`src/rtl/hs_cdc_pkg.sv`:
```
// Shared types and helpers for the req/ack CDC transmit side.
package hs_cdc_pkg;

    localparam int DEF_DATA_W = 4;
    localparam int DEF_ID_W   = 2;

    typedef enum logic [1:0] {
        IDLE,
        SETUP,
        REQ,
        RELEASE
    } state_e;

    // Smallest r with 2**r >= value; 0 for value <= 1.
    function automatic int clog2(input int value);
        int r;
        r = 0;
        for (int i = 0; i < 31; i++) begin
            if ((1 << i) < value) r = i + 1;
        end
        return r;
    endfunction

endpackage

```
`src/rtl/rr_arbiter.sv`:
```
// Round-robin find-first over N_REQ requesters, searching upward from a
// registered pointer that moves past the winner when grant_adv_i strobes.
module rr_arbiter #(
    parameter int N_REQ = 4,
    parameter int ID_W  = 2
) (
    input  logic              clk_driver,
    input  logic              rst_n,
    input  logic [N_REQ-1:0]  req_i,
    input  logic              grant_adv_i,
    input  logic [ID_W-1:0]   adv_id_i,
    output logic              grant_vld_o,
    output logic [ID_W-1:0]   grant_id_o
);

    logic [ID_W-1:0] ptr_q, ptr_d;
    logic [ID_W:0]   pos;

    // Walk offsets from the far end so the nearest requester is written last.
    always_comb begin
        grant_vld_o = 1'b0;
        grant_id_o  = '0;
        pos         = '0;
        for (int k = N_REQ - 1; k >= 0; k--) begin
            pos = {1'b0, ptr_q} + (ID_W + 1)'(k);
            if (pos >= (ID_W + 1)'(N_REQ)) pos = pos - (ID_W + 1)'(N_REQ);
            if (req_i[pos[ID_W-1:0]]) begin
                grant_vld_o = 1'b1;
                grant_id_o  = pos[ID_W-1:0];
            end
        end
    end

    always_comb begin
        ptr_d = ptr_q;
        if (grant_adv_i) begin
            ptr_d = (adv_id_i == ID_W'(N_REQ - 1)) ? '0 : adv_id_i + ID_W'(1);
        end
    end

    always_ff @(posedge clk_driver or negedge rst_n) begin
        if (!rst_n) ptr_q <= '0;
        else        ptr_q <= ptr_d;
    end

endmodule

```
`src/rtl/hs_cdc_tx_arbiter.sv`:
```
// Sender side of a 4-phase req/ack crossing shared round-robin between
// N_REQ local sources, with per-source completion pulses and an ack timeout.
module hs_cdc_tx_arbiter
    import hs_cdc_pkg::*;
#(
    parameter int N_REQ   = 4,
    parameter int DATA_W  = DEF_DATA_W,
    parameter int ID_W    = DEF_ID_W,
    parameter int TIMEOUT = 64
) (
    input  logic                      clk_driver,
    input  logic                      rst_n,
    input  logic [N_REQ-1:0]          src_valid,
    input  logic [N_REQ*DATA_W-1:0]   src_data,
    output logic [N_REQ-1:0]          src_done,
    output logic                      data_req,
    output logic [DATA_W-1:0]         data_out,
    output logic [ID_W-1:0]           data_id,
    input  logic                      data_ack,
    output logic                      busy,
    output logic                      err_timeout,
    input  logic                      err_clr
);

    localparam int CNT_W = (clog2(TIMEOUT + 1) < 1) ? 1 : clog2(TIMEOUT + 1);
    localparam logic [CNT_W-1:0] CNT_LAST = (TIMEOUT == 0) ? '0 : CNT_W'(TIMEOUT - 1);
    localparam logic [CNT_W-1:0] CNT_MAX  = '1;

    state_e              state_q, state_d;
    logic                ack_meta_q, ack_s_q;
    logic                req_q, req_d;
    logic [DATA_W-1:0]   data_q, data_d;
    logic [ID_W-1:0]     id_q, id_d;
    logic [N_REQ-1:0]    done_q, done_d;
    logic                err_q, err_d;
    logic [CNT_W-1:0]    cnt_q, cnt_d;
    logic                grant_adv;
    logic                grant_vld;
    logic [ID_W-1:0]     grant_id;

    rr_arbiter #(.N_REQ(N_REQ), .ID_W(ID_W)) u_rr (
        .clk_driver  (clk_driver),
        .rst_n       (rst_n),
        .req_i       (src_valid),
        .grant_adv_i (grant_adv),
        .adv_id_i    (id_q),
        .grant_vld_o (grant_vld),
        .grant_id_o  (grant_id)
    );

    // NOTE: every always_comb output gets a default first, so no path can infer a latch.
    always_comb begin
        state_d   = state_q;
        req_d     = req_q;
        data_d    = data_q;
        id_d      = id_q;
        done_d    = '0;
        err_d     = err_clr ? 1'b0 : err_q;
        cnt_d     = cnt_q;
        grant_adv = 1'b0;
        case (state_q)
            IDLE: begin
                if (grant_vld) begin
                    for (int i = 0; i < N_REQ; i++) begin
                        if (grant_id == ID_W'(i)) data_d = src_data[i*DATA_W +: DATA_W];
                    end
                    id_d    = grant_id;
                    state_d = SETUP;
                end
            end
            SETUP: begin
                req_d   = 1'b1;
                cnt_d   = '0;
                state_d = REQ;
            end
            REQ: begin
                // An ack landing on the last allowed cycle still counts as success.
                if (ack_s_q) begin
                    req_d     = 1'b0;
                    grant_adv = 1'b1;
                    state_d   = RELEASE;
                    for (int i = 0; i < N_REQ; i++) done_d[i] = (id_q == ID_W'(i));
                end else if (TIMEOUT != 0 && cnt_q == CNT_LAST) begin
                    req_d   = 1'b0;
                    err_d   = 1'b1;
                    state_d = RELEASE;
                end else if (cnt_q != CNT_MAX) begin
                    cnt_d = cnt_q + CNT_W'(1);
                end
            end
            RELEASE: begin
                if (!ack_s_q) state_d = IDLE;
            end
            default: state_d = IDLE;
        endcase
    end

    // NOTE: the synchroniser flops are reset too, so no stale ack survives a reset.
    always_ff @(posedge clk_driver or negedge rst_n) begin
        if (!rst_n) begin
            ack_meta_q <= 1'b0;
            ack_s_q    <= 1'b0;
            state_q    <= IDLE;
            req_q      <= 1'b0;
            data_q     <= '0;
            id_q       <= '0;
            done_q     <= '0;
            err_q      <= 1'b0;
            cnt_q      <= '0;
        end else begin
            ack_meta_q <= data_ack;
            ack_s_q    <= ack_meta_q;
            state_q    <= state_d;
            req_q      <= req_d;
            data_q     <= data_d;
            id_q       <= id_d;
            done_q     <= done_d;
            err_q      <= err_d;
            cnt_q      <= cnt_d;
        end
    end

    assign data_req    = req_q;
    assign data_out    = data_q;
    assign data_id     = id_q;
    assign src_done    = done_q;
    assign err_timeout = err_q;
    assign busy        = (state_q != IDLE);

endmodule

```
`config.mk`:
```
export PLATFORM = sky130hd
export DESIGN_NAME = hs_cdc_tx_arbiter
export DESIGN_NICKNAME = d
export VERILOG_FILES = /design/src/rtl/hs_cdc_pkg.sv /design/src/rtl/rr_arbiter.sv /design/src/rtl/hs_cdc_tx_arbiter.sv
export SDC_FILE = /design/constraint.sdc
export NUM_CORES = 1
export LEC_CHECK = 0
export CAP_MARGIN = 20
export CORE_MARGIN = 5
export CORE_UTILIZATION = 40
export CTS_CLUSTER_SIZE = 25
export DETAILED_ROUTE_END_ITERATION = 12
export GPL_ROUTABILITY_DRIVEN = 0
export PLACE_DENSITY = 0.8
export SETUP_SLACK_MARGIN = 0.1
export SYNTH_ARGS = -nofsm -noshare
export SYNTH_HDL_FRONTEND = slang
export SYNTH_SLANG_ARGS = --single-unit
```
`constraint.sdc`:
```
create_clock -name clk_driver -period 2.4 [get_ports clk_driver]
set_clock_uncertainty 0.15 [all_clocks]
set_input_delay 0.48 -clock clk_driver [delete_from_list [all_inputs] [get_ports clk_driver]]
set_output_delay 0.48 -clock clk_driver [all_outputs]
set_load 0.1 [all_outputs]
```
==> summary.txt, run 1 <==
Critical path class - register to register
Final hold vios - 0
Worst setup margin - 0.362 ns
Post-CTS Resized - 0
Diode count - 0
Max Cap Violations - 0
Sequential area share after synthesis - 0.485
Core Area - 0.00308 sq mm
Initial DRT Pass Iterations - 4
Synth Net Count - 156
First-pass GRT wire length - 4740 um
Worst R2R Path Depth - 7
Req. time, crit path - 2.46 ns
Unrepaired setup endpoints after global routing - no
Yosys warnings - 0
Syn-to-layout area delta - 33.0%
Crit path max fanout - 10
Drt total wl - 2680 um
Critical Path Start Type - register
Area occupied by multi-input gates - 614 sq um
Rel. slew slack - 0.734
Top FF cell, synth - dfrtp_1
FF/Latch Area - 626 sq um
Row count - 20
Cts bufs inserted - 3
Maximum VDD drop - 688 uV
Largest net degree at the start of global routing - 26
Final ANT Viol Nets - 0
DIE WIDTH - 66.8 um
Clk pin slew, worst setup/hold paths - 0.13 ns
Sink Count - 25
Clock Path Buffers - 2
CTS root buf - clkbuf_4
Hold_buf cts - 0
Wirelength per Cell - 12.9 um
PD cells - 1200 mW/mm^2
FF+latch count, synth - 25
Least-Margin Pin Slew - 0.395 ns
Mapped Area - 0.00129 sq mm
Syn_area_per_cell - 10.5 sq um
Fmax - 491 MHz
# fillers - 271
Final net count - 198
Leak - 0.838 nW
Clk_lat worst skew - 0.31 ns
Max Slew Vio Count - 0
Post-Route Utilization - 0.557
Critical path data arrival time - 2.10 ns
Via Count - 1063
Cells after Synth - 123
H-tree levels - 1
CTS tree - built
Initial drt markers - 41
Post-detailed-placement half-perimeter wirelength - 2180 um
Non-Filler Instances - 208
Overall Power - 0.00206 W
Initial Utilization - 0.419
Final Critical Period - 2.04 ns
Grt total ovfl - 0
Setup violators final - 0
I/O pins - 37
Hold path depth - 0
Vias per cell - 5.11
Tcrit/Tclk final - 0.849
Async SR Flop Fraction - 1.00
Crit path capture type - register
# Post-CTS Setup Buffers - 0
Gr usage total - 0.138
Outcome - complete, no violations
Pre-CTS worst setup slack - 0.0228 ns
Die height - 66.8 um
Sum of negative setup slack - 0 ns
Drt drc - 0
Total die area - 0.00446 sq mm
Post-synth cell types - 29
Number of enable flip-flop cells after synthesis - 0
Placed insts - 204
Worst Hold Class - register to register
IO Port Bufs - 36
Number of global-route vias before repair - 1067
Layout cells sized above 1 - 0.122
Initial antenna violation count - 0
==> layout make-up <==
cell class	count	share of cell area
multi-input combinational	87	0.358
inverter	10	0.0219
tap	44	0.0321
clock buffer	4	0.0153
timing repair buffer	38	0.207
sequential	25	0.365
==> state kept, by name, summed over array words and instances (netlist names) <==
signal / flops
ack_meta_q: 1
ack_s_q: 1
cnt_q: 7
data_id: 2
data_out: 4
data_req: 1
err_timeout: 1
src_done: 4
state_q: 2
u_rr.ptr_q: 2
==> report_power, final <==
group          internal (W)  total [W]  switching (W)
Combinational      0.000363    0.00122       0.000860
Clock             0.0000650   0.000187       0.000122
Sequential         0.000540   0.000651       0.000110
Total              0.000968    0.00206        0.00109
==> final timing paths <==
path                       startpoint           to  slack, ns
hold reg to reg            ack_meta_q      ack_s_q       0.21
max in group asynchronous       rst_n   state_q[1]       1.51
setup / recovery           state_q[0]     cnt_q[4]       0.36
min in group asynchronous       rst_n  src_done[3]       0.35
setup reg to reg           state_q[0]     cnt_q[4]       0.36
hold / removal             ack_meta_q      ack_s_q       0.21
==> logic make-up (layout without fill, tap and decap cells) <==
group / Yosys count / count (layout) / synth area share
buffers and inverters: 11 / 52 / 0.0379
adders and majority gates: 9 / 9 / 0.0874
AOI/OAI and AO/OA: 21 / 21 / 0.115
and+or+nand+nor: 42 / 42 / 0.161
DFF: 25 / 25 / 0.485
muxes: 11 / 11 / 0.0864
xor gates and xnor gates: 4 / 4 / 0.0272
==> Yosys cell counts, types with 2 or more instances <==
master / count / area [sq um]
dfrtp_1: 25 / 626
nand2_1: 16 / 60.1
inv_1: 10 / 37.5
mux2i_1: 10 / 100
ha_1: 9 / 113
o21ai_0: 9 / 45.0
and3_1: 6 / 37.5
nor2_1: 6 / 22.5
nand2b_1: 4 / 25.0
o221ai_1: 4 / 35.0
xor2_1: 3 / 26.3
and2_1: 2 / 12.5
nor2b_1: 2 / 12.5
o22ai_1: 2 / 12.5
==> critical path, stage by stage, from the launching register on <==
cell,delay [ns]
dfrtp_1,0.43
inv_1,0.11
ha_1,0.33
nand2b_1,0.16
a41oi_2,0.35
and3_1,0.22
xnor2_1,0.12
nor2_1,0.05
==> per-stage QoR <==
step,hold slack (ns),instance area (sq um)
after floorplan,0.0344,1290
after detailed placement,0.186,1690
final,0.214,1710
after global placement,0.182,1690
after global routing,0.241,1710
after CTS,0.217,1710
==> placed cells by master, fill, tap and decap left out, types with 6 or more instances in the layout <==
cell type,Yosys,layout
dfrtp_1,25,25
clkdlybuf4s50_1,0,23
nand2_1,16,16
buf_4,0,14
inv_1,10,10
mux2i_1,10,10
o21ai_0,9,9
ha_1,9,9
and3_1,6,6
nor2_1,6,6
==> layer usage <==
metal | up-vias | wire (um) | track usage
met3 | 4 | 198 | 0.0438
met1 | 513 | 1140 | 0.166
met4 | 0 | 21 | 0.0228
li1 | 510 | - | -
met2 | 36 | 1320 | 0.243
met5 | - | 0 | 0
Power figures use the tool's default switching activity.
==> run 2: changes to the inputs <==
==> constraint.sdc (replaced) <==
create_clock -name clk_driver -period 2.05 [get_ports clk_driver]
set_clock_uncertainty 0.15 [all_clocks]
set_input_delay 0.41 -clock clk_driver [delete_from_list [all_inputs] [get_ports clk_driver]]
set_output_delay 0.41 -clock clk_driver [all_outputs]
set_load 0.1 [all_outputs]
==> summary.txt, run 2 (same netlist as run 1, synthesis figures left out) <==
Commonest non-fill, non-tap cell in the layout - dfrtp_1
R2R setup slack - 0.24 ns
Final instance area - 0.00190 sq mm
Wirelength per Cell - 13.9 um
CTS tree - built
Clk pin slew, worst setup/hold paths - 0.15 ns
Final net count - 206
Rel. slew slack - 0.734
Gr usage total - 0.153
Worst Setup EP - busy
Post-detailed-placement half-perimeter wirelength - 2370 um
Clk_lat worst skew - 0.33 ns
Final Critical Period - 1.88 ns
DIE WIDTH - 66.8 um
Gate power share - 0.626
Worst R2R Path Depth - 6
Worst flop-to-flop path endpoint - cnt_q[4]
Critical path data arrival time - 1.32 ns
Critical Path Start Type - register
Total die area - 0.00446 sq mm
Row count - 20
Drt drc - 0
Sequential Power Share - 0.289
Via Count - 1076
Req. time, crit path - 1.49 ns
Tcrit/Tclk final - 0.915
Worst setup path startpoint - state_q[1]
Vias per cell - 4.98
Max reg flops - 7
Least-Margin Pin Slew - 0.395 ns
Max Cap Violations - 0
Fmax - 533 MHz
Maximum VDD drop - 815 uV
Final hold vios - 0
Cts bufs inserted - 3
PD cells - 1450 mW/mm^2
Worst Hold Class - register to register
Largest net degree at the start of global routing - 26
H-tree levels - 1
Die height - 66.8 um
Initial drt markers - 43
Crit path max fanout - 4
Hold_buf cts - 0
Internal - 0.00138 W
Core Area - 0.00308 sq mm
Syn-to-layout area delta - 47.4%
IO Port Bufs - 36
FF/Latch Area - 627 sq um
Number of global-route vias before repair - 1183
CTS root buf - clkbuf_4
Placed cell areas - 0.00184 sq mm
Layout cells sized above 1 - 0.209
Clock power frac - 0.085
Sw Share - 0.501
Critical path class - register to output pin
Clock Path Buffers - 2
Outcome - complete, no violations
Unrepaired setup endpoints after global routing - no
Initial DRT Pass Iterations - 4
Net Sw Power - 0.00138 W
Max Slew Vio Count - 0
Initial Utilization - 0.419
FF-to-FF Start - cnt_q[0]
Sink Count - 25
Setup violators final - 0
Sum of negative setup slack - 0 ns
Most frequent cells in the layout - dfrtp_1, clkdlybuf4s50_1, nand2_1, buf_4, mux2i_1
First-pass GRT wire length - 5200 um
I/O pins - 37
Diode count - 0
Grt total ovfl - 0
Crit path capture type - output pin
# fillers - 257
Leak - 0.903 nW
Initial antenna violation count - 0
Final ANT Viol Nets - 0
Drt total wl - 2990 um
Area occupied by multi-input gates - 631 sq um
Largest Register - cnt_q
run 2: changes by cell type in the layout (fill, tap and decap cells not counted), moves of 2 or more:
cell	delta
buf_12	+8
clkinvlp_4	+2
inv_1	-3
inv_2	+2
run 2: final cells by class:
cell class	count	area share
multi-input combinational	87	0.332
sequential	25	0.330
timing repair buffer	46	0.271
tap	44	0.0290
inverter	10	0.0217
clock buffer	3	0.0119
clock inverter	1	0.00395
run 2: metal layers:
metal | GRT usage | up-vias | share of wire | wire, um
met1 | 0.169 | 497 | 0.39 | 1180
li1 | - | 526 | - | -
met4 | 0.0584 | 0 | 0.019 | 57
met3 | 0.0506 | 7 | 0.081 | 243
met5 | 0 | - | 0 | 0
met2 | 0.269 | 46 | 0.50 | 1510
run 2: what timing repair did:
item	CTS	global route
resized for setup	2	2
pin swaps	0	1
setup endpoints to repair	1	5
buffers inserted	0	3
run 2: power groups by stage:
stage          combinational (W)  sequential [W]  clock (W)
6_report                 0.00173        0.000798   0.000235
5_1_grt                  0.00185        0.000822   0.000261
4_1_cts                  0.00168        0.000803   0.000239
3_5_place_dp             0.00165        0.000805          0
3_3_place_gp             0.00160        0.000800          0
2_1_floorplan           0.000598         0.00127          0
run 2: worst min path at each step:
stage / cells past startpoint / endpoint / slack [ns] / startpoint
2_1_floorplan: 0 / ack_meta_q / -0.04 / rst_n
3_3_place_gp: 0 / ack_s_q / 0.19 / ack_meta_q
3_5_place_dp: 0 / ack_s_q / 0.19 / ack_meta_q
4_1_cts: 0 / ack_s_q / 0.23 / ack_meta_q
5_1_grt: 0 / ack_s_q / 0.24 / ack_meta_q
6_report: 0 / ack_s_q / 0.23 / ack_meta_q
run 2: critical path: stages, from the launching register on:
cell        delay [ns]
dfrtp_1           0.44
inv_2             0.09
ha_4              0.16
clkinvlp_4        0.11
buf_12            0.18
run 2: through the flow:
stage               power, W  utilization  instances  worst slack, ns  hold slack, ns
floorplan            0.00187            -        123            0.121         -0.0356
global placement     0.00240        0.596        209           -0.145           0.187
detailed placement   0.00246        0.596        209           -0.250           0.193
CTS                  0.00272        0.609        213            0.101           0.226
global route         0.00293        0.617        216            0.102           0.239
finish               0.00276        0.617        216            0.175           0.226
